`config.mk`:
```
export PLATFORM = sky130hd
export DESIGN_NAME = srp16_boot_loader_flat
export DESIGN_NICKNAME = d
export VERILOG_FILES = /design/src/rtl/srp16_pkg.sv /design/src/rtl/srp16_boot_loader_if.sv /design/src/rtl/srp16_boot_timeout.sv /design/src/rtl/srp16_boot_loader.sv /design/src/flat_wrapper.sv
export SDC_FILE = /design/constraint.sdc
export NUM_CORES = 1
export LEC_CHECK = 0
export CAP_MARGIN = 10
export CORE_MARGIN = 4
export CORE_UTILIZATION = 58
export DETAILED_ROUTE_END_ITERATION = 10
export PLACE_DENSITY = 0.81
export REMOVE_ABC_BUFFERS = 1
export SYNTH_ARGS = -nofsm -noshare
export SYNTH_HDL_FRONTEND = slang
export SYNTH_SLANG_ARGS = --single-unit
```
`constraint.sdc`:
```
create_clock -name clk -period 4.1 [get_ports clk]
set_input_delay 0.615 -clock clk [delete_from_list [all_inputs] [get_ports clk]]
set_output_delay 0.615 -clock clk [all_outputs]
set_load 0.005 [all_outputs]
```
`src/rtl/srp16_pkg.sv`:
```
`default_nettype none
// ============================================================================
// Module      : srp16_pkg
// Description : Shared constants for the SRP16 boot loader: loader state
//               encoding and the err_code values reported on an abort.
// Revision    : 1.0 - initial release
// ============================================================================
package srp16_pkg;

    // Loader state encoding (explicit 3-bit width)
    localparam int         STATE_W = 3;
    localparam logic [2:0] LEN_LO  = 3'd0;
    localparam logic [2:0] LEN_HI  = 3'd1;
    localparam logic [2:0] PAYLOAD = 3'd2;
    localparam logic [2:0] CHECK   = 3'd3;
    localparam logic [2:0] RUN     = 3'd4;
    localparam logic [2:0] ERROR   = 3'd5;

    // err_code values
    localparam logic [1:0] ERR_NONE    = 2'd0;
    localparam logic [1:0] ERR_LEN     = 2'd1;
    localparam logic [1:0] ERR_CSUM    = 2'd2;
    localparam logic [1:0] ERR_TIMEOUT = 2'd3;

endpackage
`default_nettype wire

```
`src/rtl/srp16_boot_loader_if.sv`:
```
`default_nettype none
// ============================================================================
// Module      : srp16_boot_loader_if
// Description : Byte-stream receive handshake plus program-memory write port
//               of the SRP16 boot loader.
//               rx_data/rx_valid/rx_ready : byte stream, transfer on
//                                           rx_valid && rx_ready at clk edge
//               mem_addr/mem_data/mem_write : one-cycle write strobe
//               modport slave  : the loader side
//               modport master : the byte source / memory side
// Revision    : 1.0 - initial release
// ============================================================================
interface srp16_boot_loader_if;
    logic [7:0]  rx_data;
    logic        rx_valid;
    logic        rx_ready;
    logic [15:0] mem_addr;
    logic [7:0]  mem_data;
    logic        mem_write;

    modport slave (
        input  rx_data,
        input  rx_valid,
        output rx_ready,
        output mem_addr,
        output mem_data,
        output mem_write
    );

    modport master (
        output rx_data,
        output rx_valid,
        input  rx_ready,
        input  mem_addr,
        input  mem_data,
        input  mem_write
    );
endinterface
`default_nettype wire

```
`src/rtl/srp16_boot_timeout.sv`:
```
`default_nettype none
// ============================================================================
// Module      : srp16_boot_timeout
// Description : Idle counter for the boot loader. Counts cycles while i_run
//               is high and no byte is accepted; i_clear (an accept) or
//               i_run low returns it to zero. o_expire flags the cycle in
//               which the count would reach TIMEOUT, so the loader aborts
//               after exactly TIMEOUT idle cycles. An accept in that same
//               cycle suppresses the expiry. TIMEOUT = 0 disables it.
//   clk      : clock, rising edge
//   reset    : asynchronous, active-high
//   i_run    : counting enabled (loader is inside a frame)
//   i_clear  : a byte was accepted this cycle
//   o_expire : idle limit reached this cycle
// Revision    : 1.0 - initial release
// ============================================================================
module srp16_boot_timeout #(
    parameter int TIMEOUT = 1000000
) (
    input  logic clk,
    input  logic reset,
    input  logic i_run,
    input  logic i_clear,
    output logic o_expire
);

    generate
        if (TIMEOUT == 0) begin : g_disabled
            assign o_expire = 1'b0;
        end else begin : g_counter
            localparam int               c_cnt_w = $clog2(TIMEOUT + 1);
            localparam logic [c_cnt_w-1:0] c_last = c_cnt_w'(TIMEOUT - 1);

            logic [c_cnt_w-1:0] r_count;

            always_ff @(posedge clk or posedge reset) begin
                if (reset) begin
                    r_count <= '0;
                end else if (!i_run || i_clear) begin
                    r_count <= '0;
                end else begin
                    r_count <= r_count + c_cnt_w'(1);
                end
            end

            // Expiry is decided on the edge that would make the count reach
            // TIMEOUT; an accept on that edge takes precedence.
            assign o_expire = i_run && !i_clear && (r_count == c_last);
        end
    endgenerate

endmodule
`default_nettype wire

```
`src/rtl/srp16_boot_loader.sv`:
```
`default_nettype none
// ============================================================================
// Module      : srp16_boot_loader
// Description : Receives a framed program image (LEN_LO, LEN_HI, N payload
//               bytes, 8-bit additive checksum) and writes the payload into
//               byte-wide program memory starting at LOAD_BASE. The SRP16
//               core is held in reset until a frame with a matching checksum
//               has loaded.
//   clk       : clock, rising edge
//   reset     : asynchronous, active-high
//   bus       : byte stream in / memory write out (slave modport)
//   reload    : one-cycle restart request, honoured in RUN and ERROR only
//   cpu_reset : processor reset, high whenever not in RUN
//   done      : high in RUN
//   error     : high in ERROR
//   err_code  : 0 none, 1 length too large, 2 checksum mismatch, 3 timeout
// Revision    : 1.0 - initial release
// ============================================================================
module srp16_boot_loader
    import srp16_pkg::*;
#(
    parameter logic [15:0] LOAD_BASE = 16'h0000,
    parameter logic [15:0] MAX_LEN   = 16'hFFFF,   // LOAD_BASE + MAX_LEN <= 65536
    parameter int          TIMEOUT   = 1000000     // 0 disables the timeout
) (
    input  logic              clk,
    input  logic              reset,
    srp16_boot_loader_if.slave bus,
    input  logic              reload,
    output logic              cpu_reset,
    output logic              done,
    output logic              error,
    output logic [1:0]        err_code
);

    logic [STATE_W-1:0] r_state;
    logic [7:0]         r_len_lo;
    logic [15:0]        r_remaining;
    logic [15:0]        r_ptr;
    logic [7:0]         r_csum;

    logic               r_rx_ready;
    logic [15:0]        r_mem_addr;
    logic [7:0]         r_mem_data;
    logic               r_mem_write;
    logic               r_cpu_reset;
    logic               r_done;
    logic               r_error;
    logic [1:0]         r_err_code;

    logic               w_accept;
    logic               w_timed;
    logic               w_expire;
    logic [15:0]        w_len;

    assign w_accept = bus.rx_valid && r_rx_ready;
    assign w_timed  = (r_state == LEN_HI) || (r_state == PAYLOAD) || (r_state == CHECK);
    assign w_len    = {bus.rx_data, r_len_lo};

    srp16_boot_timeout #(
        .TIMEOUT (TIMEOUT)
    ) u_timeout (
        .clk      (clk),
        .reset    (reset),
        .i_run    (w_timed),
        .i_clear  (w_accept),
        .o_expire (w_expire)
    );

    always_ff @(posedge clk or posedge reset) begin
        if (reset) begin
            r_state     <= LEN_LO;
            r_len_lo    <= 8'h00;
            r_remaining <= 16'h0000;
            r_ptr       <= LOAD_BASE;
            r_csum      <= 8'h00;
            r_rx_ready  <= 1'b1;
            r_mem_addr  <= LOAD_BASE;
            r_mem_data  <= 8'h00;
            r_mem_write <= 1'b0;
            r_cpu_reset <= 1'b1;
            r_done      <= 1'b0;
            r_error     <= 1'b0;
            r_err_code  <= ERR_NONE;
        end else begin
            // Write strobe is a single-cycle pulse per accepted payload byte.
            r_mem_write <= 1'b0;

            if (w_expire) begin
                // Only asserted inside a frame and never alongside an accept.
                r_state    <= ERROR;
                r_rx_ready <= 1'b0;
                r_error    <= 1'b1;
                r_err_code <= ERR_TIMEOUT;
            end else begin
                case (r_state)
                    LEN_LO: begin
                        if (w_accept) begin
                            r_len_lo <= bus.rx_data;
                            r_state  <= LEN_HI;
                        end
                    end

                    LEN_HI: begin
                        if (w_accept) begin
                            r_csum <= 8'h00;
                            if (w_len > MAX_LEN) begin
                                r_state    <= ERROR;
                                r_rx_ready <= 1'b0;
                                r_error    <= 1'b1;
                                r_err_code <= ERR_LEN;
                            end else if (w_len == 16'h0000) begin
                                r_state <= CHECK;
                            end else begin
                                r_state     <= PAYLOAD;
                                r_remaining <= w_len;
                                r_ptr       <= LOAD_BASE;
                            end
                        end
                    end

                    PAYLOAD: begin
                        if (w_accept) begin
                            r_mem_write <= 1'b1;
                            r_mem_addr  <= r_ptr;
                            r_mem_data  <= bus.rx_data;
                            r_ptr       <= r_ptr + 16'd1;
                            r_csum      <= r_csum + bus.rx_data;
                            r_remaining <= r_remaining - 16'd1;
                            if (r_remaining == 16'd1) begin
                                r_state <= CHECK;
                            end
                        end
                    end

                    CHECK: begin
                        if (w_accept) begin
                            r_rx_ready <= 1'b0;
                            if (bus.rx_data == r_csum) begin
                                r_state     <= RUN;
                                r_cpu_reset <= 1'b0;
                                r_done      <= 1'b1;
                            end else begin
                                r_state    <= ERROR;
                                r_error    <= 1'b1;
                                r_err_code <= ERR_CSUM;
                            end
                        end
                    end

                    RUN: begin
                        if (reload) begin
                            r_state     <= LEN_LO;
                            r_rx_ready  <= 1'b1;
                            r_cpu_reset <= 1'b1;
                            r_done      <= 1'b0;
                        end
                    end

                    ERROR: begin
                        if (reload) begin
                            r_state    <= LEN_LO;
                            r_rx_ready <= 1'b1;
                            r_error    <= 1'b0;
                            r_err_code <= ERR_NONE;
                        end
                    end

                    default: begin
                        // Unreachable encodings fall back to a safe idle.
                        r_state     <= LEN_LO;
                        r_rx_ready  <= 1'b1;
                        r_cpu_reset <= 1'b1;
                        r_done      <= 1'b0;
                        r_error     <= 1'b0;
                        r_err_code  <= ERR_NONE;
                    end
                endcase
            end
        end
    end

    assign bus.rx_ready  = r_rx_ready;
    assign bus.mem_addr  = r_mem_addr;
    assign bus.mem_data  = r_mem_data;
    assign bus.mem_write = r_mem_write;
    assign cpu_reset     = r_cpu_reset;
    assign done          = r_done;
    assign error         = r_error;
    assign err_code      = r_err_code;

endmodule
`default_nettype wire

```
`src/flat_wrapper.sv`:
```
// flat-port wrapper written by rule: the top's interface ports become plain ports
module srp16_boot_loader_flat import srp16_pkg::*;
#(
    parameter logic [15:0] LOAD_BASE = 16'h0000,
    parameter logic [15:0] MAX_LEN   = 16'hFFFF,                                  
    parameter int          TIMEOUT   = 1000000                              
)
  (clk, reset, reload, cpu_reset, done, error, err_code, bus_rx_data, bus_rx_valid, bus_rx_ready, bus_mem_addr, bus_mem_data, bus_mem_write);
  srp16_boot_loader_if bus_i ();
  input  logic clk;
  input  logic reset;
  input  logic reload;
  output logic cpu_reset;
  output logic done;
  output logic error;
  output logic [1:0] err_code;
  input wire logic [$bits(bus_i.rx_data)-1:0] bus_rx_data;
  input wire logic [$bits(bus_i.rx_valid)-1:0] bus_rx_valid;
  output wire logic [$bits(bus_i.rx_ready)-1:0] bus_rx_ready;
  output wire logic [$bits(bus_i.mem_addr)-1:0] bus_mem_addr;
  output wire logic [$bits(bus_i.mem_data)-1:0] bus_mem_data;
  output wire logic [$bits(bus_i.mem_write)-1:0] bus_mem_write;
  assign bus_i.rx_data = bus_rx_data;
  assign bus_i.rx_valid = bus_rx_valid;
  assign bus_rx_ready = bus_i.rx_ready;
  assign bus_mem_addr = bus_i.mem_addr;
  assign bus_mem_data = bus_i.mem_data;
  assign bus_mem_write = bus_i.mem_write;
  srp16_boot_loader #(.LOAD_BASE(LOAD_BASE), .MAX_LEN(MAX_LEN), .TIMEOUT(TIMEOUT)) u_core (.clk(clk), .reset(reset), .bus(bus_i), .reload(reload), .cpu_reset(cpu_reset), .done(done), .error(error), .err_code(err_code));
endmodule
```
==> impl_metrics.env <==
export IMPL_syn_inst=566
export IMPL_finalCritPeriodShare=0.7437
export IMPL_cp_max_fo=38
export IMPL_cts_buffers_inserted=9
export IMPL_grt_start_max_net_pins=62
export IMPL_syn_cell_area_um2=5268
export IMPL_p_leak_nw=2.626
export IMPL_row_count=34
export IMPL_drive_gt1_frac=0.06954
export IMPL_ir_drop_mv=0.1997
export IMPL_worst_pin_slew_ns=1.123
export IMPL_synth_edf_count=0
export IMPL_dp_hpwl_um=7999
export IMPL_crit_chain="clkdlybuf4s50_1 -> nor4b_1 -> and4_1 -> a21o_1 -> buf_4 -> nor3_1 -> a311oi_1"
export IMPL_finalSetupTns_ns=0
export IMPL_fp_coreArea_um2=8763
export IMPL_critPathCaptureType="flip-flop"
export IMPL_post_cts_resized=0
export IMPL_p_per_area_nw_per_um2=285.2
export IMPL_die_width_um=103.3
export IMPL_ctsHtreeMaxLevel=3
export IMPL_dr_pass1_iters=4
export IMPL_synth_async_reset_ratio=1.000
export IMPL_setup_viol=0
export IMPL_relSlewSlack=0.2516
export IMPL_antenna_found_initial=0
export IMPL_clock_path_buffers=2
export IMPL_worst_path_max_delay_cell="a21o_1"
export IMPL_first_iter_violations=222
export IMPL_period_needed_ns=3.049
export IMPL_nNetsFinal=624
export IMPL_synthTopCellsByArea="dfrtp_1 (48%), nand2_1 (7.2%), a21oi_1 (3.7%), nor2_1 (3.3%), xnor2_1 (3.0%)"
export IMPL_max_freq_mhz=328.0
export IMPL_path_class="in2reg"
export IMPL_skew_ns=0.02166
export IMPL_fp_dieH_um=103.3
export IMPL_cts_hold_buf=0
export IMPL_post_cts_buffers=0
export IMPL_postRouteAntennaNets=0
export IMPL_synth_seq_cells=102
export IMPL_cts_sinks=102
export IMPL_status="finished, final reports clean"
export IMPL_place_congestion=0.9586
export IMPL_avgSynthCellArea_um2=9.307
export IMPL_dieArea_um2=10670
export IMPL_cts_tree="yes"
export IMPL_start_util=0.6011
export IMPL_dpl_cell_area_um2=5752
export IMPL_synth_flop_cell="dfrtp_1"
export IMPL_area_delta_synth_final_pct=12.90
export IMPL_first_global_vias=4145
export IMPL_root_buffer="clkbuf_8"
export IMPL_yosysTopAreaCellShare=0.4751
export IMPL_final_cell_mix="nand2_1 (101), dfrtp_1 (100), nor2_1 (47)"
export IMPL_num_antenna_cells=0
export IMPL_layout_commonest_cell="nand2_1"
export IMPL_clock_latency_ns=0.36
export IMPL_drt_total_wl_um=11630
export IMPL_yosysWarnings=0
export IMPL_grt_overflow=0
export IMPL_grt_first_pass_wirelength_um=19730
export IMPL_path_clk_slew_ns=0.09
export IMPL_yosysSeqAreaShare=0.4850
export IMPL_crit_required_ns=4.36
export IMPL_rsz0062_at_grt="no"
export IMPL_max_cap_violations=0
export IMPL_min_path_type="reg2reg"
export IMPL_vias_per_cell=6.112
export IMPL_start_kind="primary input"
export IMPL_fin_total_pwr_mw=1.696
export IMPL_drv_slew=0
export IMPL_io_pins=43
export IMPL_vias=4352
export IMPL_track_usage=0.2314
export IMPL_ys_types=70
export IMPL_arrival_ns=3.31
export IMPL_cp_slowest_stage_delay_ns=0.89
export IMPL_io_buffers=42
export IMPL_place_inst=697
export IMPL_wire_per_inst_um=16.33
export IMPL_hold_viol=0
export IMPL_fin_area_um2=5947
export IMPL_drc=0
export IMPL_stdcell_count=712
export IMPL_yosysTopAreaCell="dfrtp_1"
-- worst max-delay path: cells and delay by family --
family | cells | cell delay [ns]
AOI/OAI and AO/OA | 2 | 1.14
and+or+nand+nor | 3 | 0.70
buffers and inverters | 2 | 0.85
-- through the flow --
stage,worst slack (ns),hold slack (ns),utilization
after floorplan,0.8128,0.4477,-
after global placement,0.8113,0.4564,0.6563
after detailed placement,0.6890,0.4614,0.6563
after CTS,1.070,0.4846,0.6786
after global routing,0.7555,0.5089,0.6786
final,1.051,0.4802,0.6786
-- state kept, by name, summed over array words and instances (netlist names), 2 cells and up --
signal / count
u_core.r_csum: 8
u_core.r_state: 3
u_core.bus.mem_addr: 16
u_core.bus.mem_data: 8
u_core.r_remaining: 16
u_core.u_timeout.g_counter.r_count: 20
u_core.r_ptr: 16
u_core.err_code: 2
u_core.r_len_lo: 8
-- layer usage --
metal | wire [um] | share of wire | global-route usage | vias to the layer above
li1 | - | - | - | 2088
met1 | 5207 | 0.45 | 0.3020 | 2122
met2 | 5718 | 0.49 | 0.3883 | 128
met3 | 572 | 0.049 | 0.05164 | 14
met4 | 128 | 0.011 | 0.06773 | 0
met5 | 0 | 0 | 0 | -
-- cells in the mapped netlist, types with 8 or more instances --
cell / number
xnor2_1: 18
mux2_2: 8
ha_1: 11
nor4_1: 8
nand2_1: 101
clkbuf_1: 11
a21oi_1: 39
inv_1: 15
nand4_1: 10
nor3_1: 21
o31ai_1: 8
nand3_1: 17
nor2_1: 47
dfrtp_1: 100
o21ai_0: 16
o21ai_1: 14
-- report_power, final --
part	switching [mW]	total (mW)	internal, mW
Combinational	0.0363	0.0554	0.0191
Clock	0.338	0.635	0.297
Sequential	0	1.01	1.01
Total	0.374	1.70	1.32
-- layout make-up --
cell class | count | area, um2
Timing Repair Buffer | 49 | 485.5
Sequential cell | 102 | 2555
Multi-Input combinational cell | 422 | 2514
Clock buffer | 10 | 137.6
Inverter | 16 | 62.56
Fill cell | 718 | 2816
Tap cell | 108 | 135.1
Clock inverter | 5 | 57.56
-- path summary, 6_finish.rpt --
path / from / slack (ns) / depth (start not counted) / endpoint
max: bus_rx_data[1] / 1.05 / 7 / u_core.r_remaining[2]
max reg2reg: u_core.r_len_lo[6] / 1.18 / 6 / u_core.r_remaining[2]
min in group asynchronous: reset / 0.74 / 2 / u_core.u_timeout.g_counter.r_count[12]
max in group asynchronous: reset / 2.67 / 3 / u_core.r_ptr[5]
min: u_core.bus.mem_addr[13] / 0.48 / 2 / u_core.bus.mem_addr[13]
min reg2reg: u_core.bus.mem_addr[13] / 0.48 / 2 / u_core.bus.mem_addr[13]
-- cells by family (layout without fill, tap and decap cells) --
group	Yosys count	after routing	share of synthesized area
compound gates	115	115	0.1380
xor+xnor	23	23	0.03824
fa+ha+maj	12	12	0.02993
buf+inv	42	80	0.03777
flops	102	102	0.4850
mux	12	12	0.02494
simple gates	260	260	0.2461
(Power assumes the default switching activity.)
==> RTL change: new RTL, same flow settings <==
Put one more register stage on the output `err_code`. The value now appears one clock later. The other outputs are not delayed to match.
--- a/src/rtl/srp16_boot_loader.sv
+++ b/src/rtl/srp16_boot_loader.sv
@@ -188,5 +188,7 @@
     assign done          = r_done;
     assign error         = r_error;
-    assign err_code      = r_err_code;
+    always_ff @(posedge clk) begin
+        err_code <= r_err_code;
+    end
 
 endmodule
Check against the original RTL: not equivalent (Yosys sat finds a counterexample within 4 cycles, from zero or initial values and one cycle with reset high).
==> RTL change against the unedited design <==
- area after synthesis down 0.95%
- global-route usage is 0.54 points higher
- power fell by 0.83%
- utilization is 0.27 points higher
- design area about the same
- routed wire length is essentially flat
- non-clock buffer count rose by 3
- setup slack better by 0.53 ns
- critical path depth is the same
- hold slack worse by 0.097 ns
- sequential cell count rose by 2
- critical path type unchanged
- critical endpoint is now u_core.r_csum[7]
- largest cell class unchanged
==> RTL change: results (changes against the unedited design) <==
- Detailed Place HPWL: 8.075 mm (was 7.999 mm)
- Layout cells sized above 1: 8.033% (was 6.954%)
- Reg2Reg Depth: 6 (unchanged)
- Worst-path maximum fanout: 6 (was 38)
- Largest Register: u_core.u_timeout.g_counter.r_count (unchanged)
- Final WL: 11.62 mm (was 11.63 mm)
- H-tree depth: 3 (unchanged)
- Prevailing post-synth register cell: dfrtp_1 (unchanged)
- Buffers on Ports: 42 (unchanged)
- DRT Pass-1 Iters: 5 (was 4)
- Post-CTS Resized: 0 (unchanged)
- Drt initial violations: 302 (was 222)
- Register area share after synthesis: 49.74% (was 48.50%)
- Worst-Skew Late Latency: 0.37 ns
- Most frequent cell after synthesis: nand2_1 (unchanged)
- R2r startpoint: u_core.r_state[0] (was u_core.r_len_lo[6])
- FF-to-FF End: u_core.r_remaining[10] (was u_core.r_remaining[2])
- First-pass GRT wire length: 19.82 mm (was 19.73 mm)
- Post-synth top cells: nand2_1 (103), dfrtp_1 (100), o21ai_0 (55), nor2_1 (44), a21oi_1 (27) (was nand2_1 (101), dfrtp_1 (100), nor2_1 (47), a21oi_1 (39), nor3_1 (21))
- Fillers: 680 (was 718)
- DR vias/cell: 6.067 (was 6.112)
- Final GP Congestion: 0.8820 (was 0.9586)
- Worst rel slew slack: 41.09% (was 25.16%)
- Worst IR drop on VDD: 0.2533 mV (was 0.1997 mV)
- # diodes: 0 (unchanged)
- Initial antenna violation count: 0 (unchanged)
- Clock-pin slew on the worst setup and hold paths: 0.10 ns
- Status: finished clean (unchanged)
- Ys async rst share: 98.08% (was 100.0%)
- Fin Hold WS: 0.3831 ns (was 0.4802 ns)
- Yosys warns: 0 (unchanged)
- Skew final: 0.006141 ns (was 0.02166 ns)
- Largest net degree at the start of global routing: 59 (was 62)
- CP arrival: 2.84 ns (was 3.31 ns)
- Total leakage power: 0.002708 uW (was 0.002626 uW)
- Worst Hold Class: flop to flop (unchanged)
- CTS buffer count: 9 (unchanged)
- Min-Delay Endpoint: u_core.err_code[1] (was u_core.bus.mem_addr[13])
- Post-synthesis cell type count: 60 (was 70)
- Final Net Count: 629 (was 624)
- CTS root buffer: clkbuf_8 (unchanged)
- Worst hold path cell count: 0 (was 2)
- Hold Path Origin: u_core.r_err_code[1] (was u_core.bus.mem_addr[13])
- FF-to-FF setup slack: 1.74 ns (was 1.18 ns)
- Area contributors post-synth: dfrtp_1 (48%), nand2_1 (7.4%), o21ai_0 (5.3%) (was dfrtp_1 (48%), nand2_1 (7.2%), a21oi_1 (3.7%))
- Max cap viols: 0 (unchanged)
- Vias in the first global route: 4,196 (was 4,145)
- Post-CTS setup buffers: 0 (unchanged)
- GRT Resource Usage Total: 23.68% (was 23.14%)
- Max FFs per register: 20 (unchanged)
- Clock Tree Buf Depth: 2 (unchanged)
-- RTL change: cell count changes in the layout (fill, tap and decap cells not counted), sizes merged, moves of 5 or more --
cell and delta:
o21a +5, o21ai +26, xnor2 -5, nor3 -5, or4 -5, a21oi -13, a31oi +6, nor4 +5
-- RTL change: cell type report --
type	count	share of cell area (%)
timing repair buffer	52	8.507
inverter	13	0.8633
multi-input combinational	425	41.65
clock inverter	6	0.7159
clock buffer	10	2.316
tap	108	2.274
sequential	104	43.67
-- RTL change: kinds of logic after synthesis --
logic type,share of synthesized area (%)
buffers and inverters,2.902
muxes,2.326
DFF,49.74
xor gates and xnor gates,3.693
adders and majority gates,3.022
AOI/OAI and AO/OA,16.16
and+or+nand+nor,22.16
-- RTL change: worst max path at each step --
stage                    from                     end  slack (ns)  depth (start not counted)
4_1_cts        bus_rx_data[5]             u_core.done        1.60                          6
6_report       bus_rx_data[1]        u_core.r_csum[7]        1.58                          7
2_1_floorplan           reset  u_core.bus.mem_addr[0]        0.81                          1
3_3_place_gp   bus_rx_data[5]             u_core.done        1.23                          6
5_1_grt        bus_rx_data[1]        u_core.r_csum[7]        1.41                          7
3_5_place_dp   bus_rx_data[5]             u_core.done        1.18                          6
-- RTL change: worst max-delay path: stages --
cell and delay (ns):
clkdlybuf4s50_1 0.57, ha_1 0.41, a211oi_1 0.33, o21ai_0 0.18, and3_1 0.21, or4_1 0.46, nand3_1 0.07
-- RTL change: metal layers --
metal  GRT usage [%]  vias to the layer above  part of all wire [%]
met5               0                        -                     0
met4           6.673                        0                   1.4
met3           5.954                       17                   5.5
met2           38.73                      136                    49
met1           31.57                     2108                    44
li1                -                     2095                     -
-- RTL change: stage by stage --
stage	total power (uW)	std cells	setup WS, ns	instance area (sq um)
6_report	1682	718	1.577	5942
5_1_grt	1752	718	1.407	5942
4_1_cts	1702	717	1.596	5937
3_5_place_dp	1103	701	1.180	5757
3_3_place_gp	1101	701	1.233	5757
2_1_floorplan	1073	542	0.8128	5115
-- RTL change: power by group --
group          total (uW)  switching, uW  internal (uW)
logic                56.8           37.7           19.0
registers            1020              0           1020
clock network         600            361            240
total                1680            398           1280
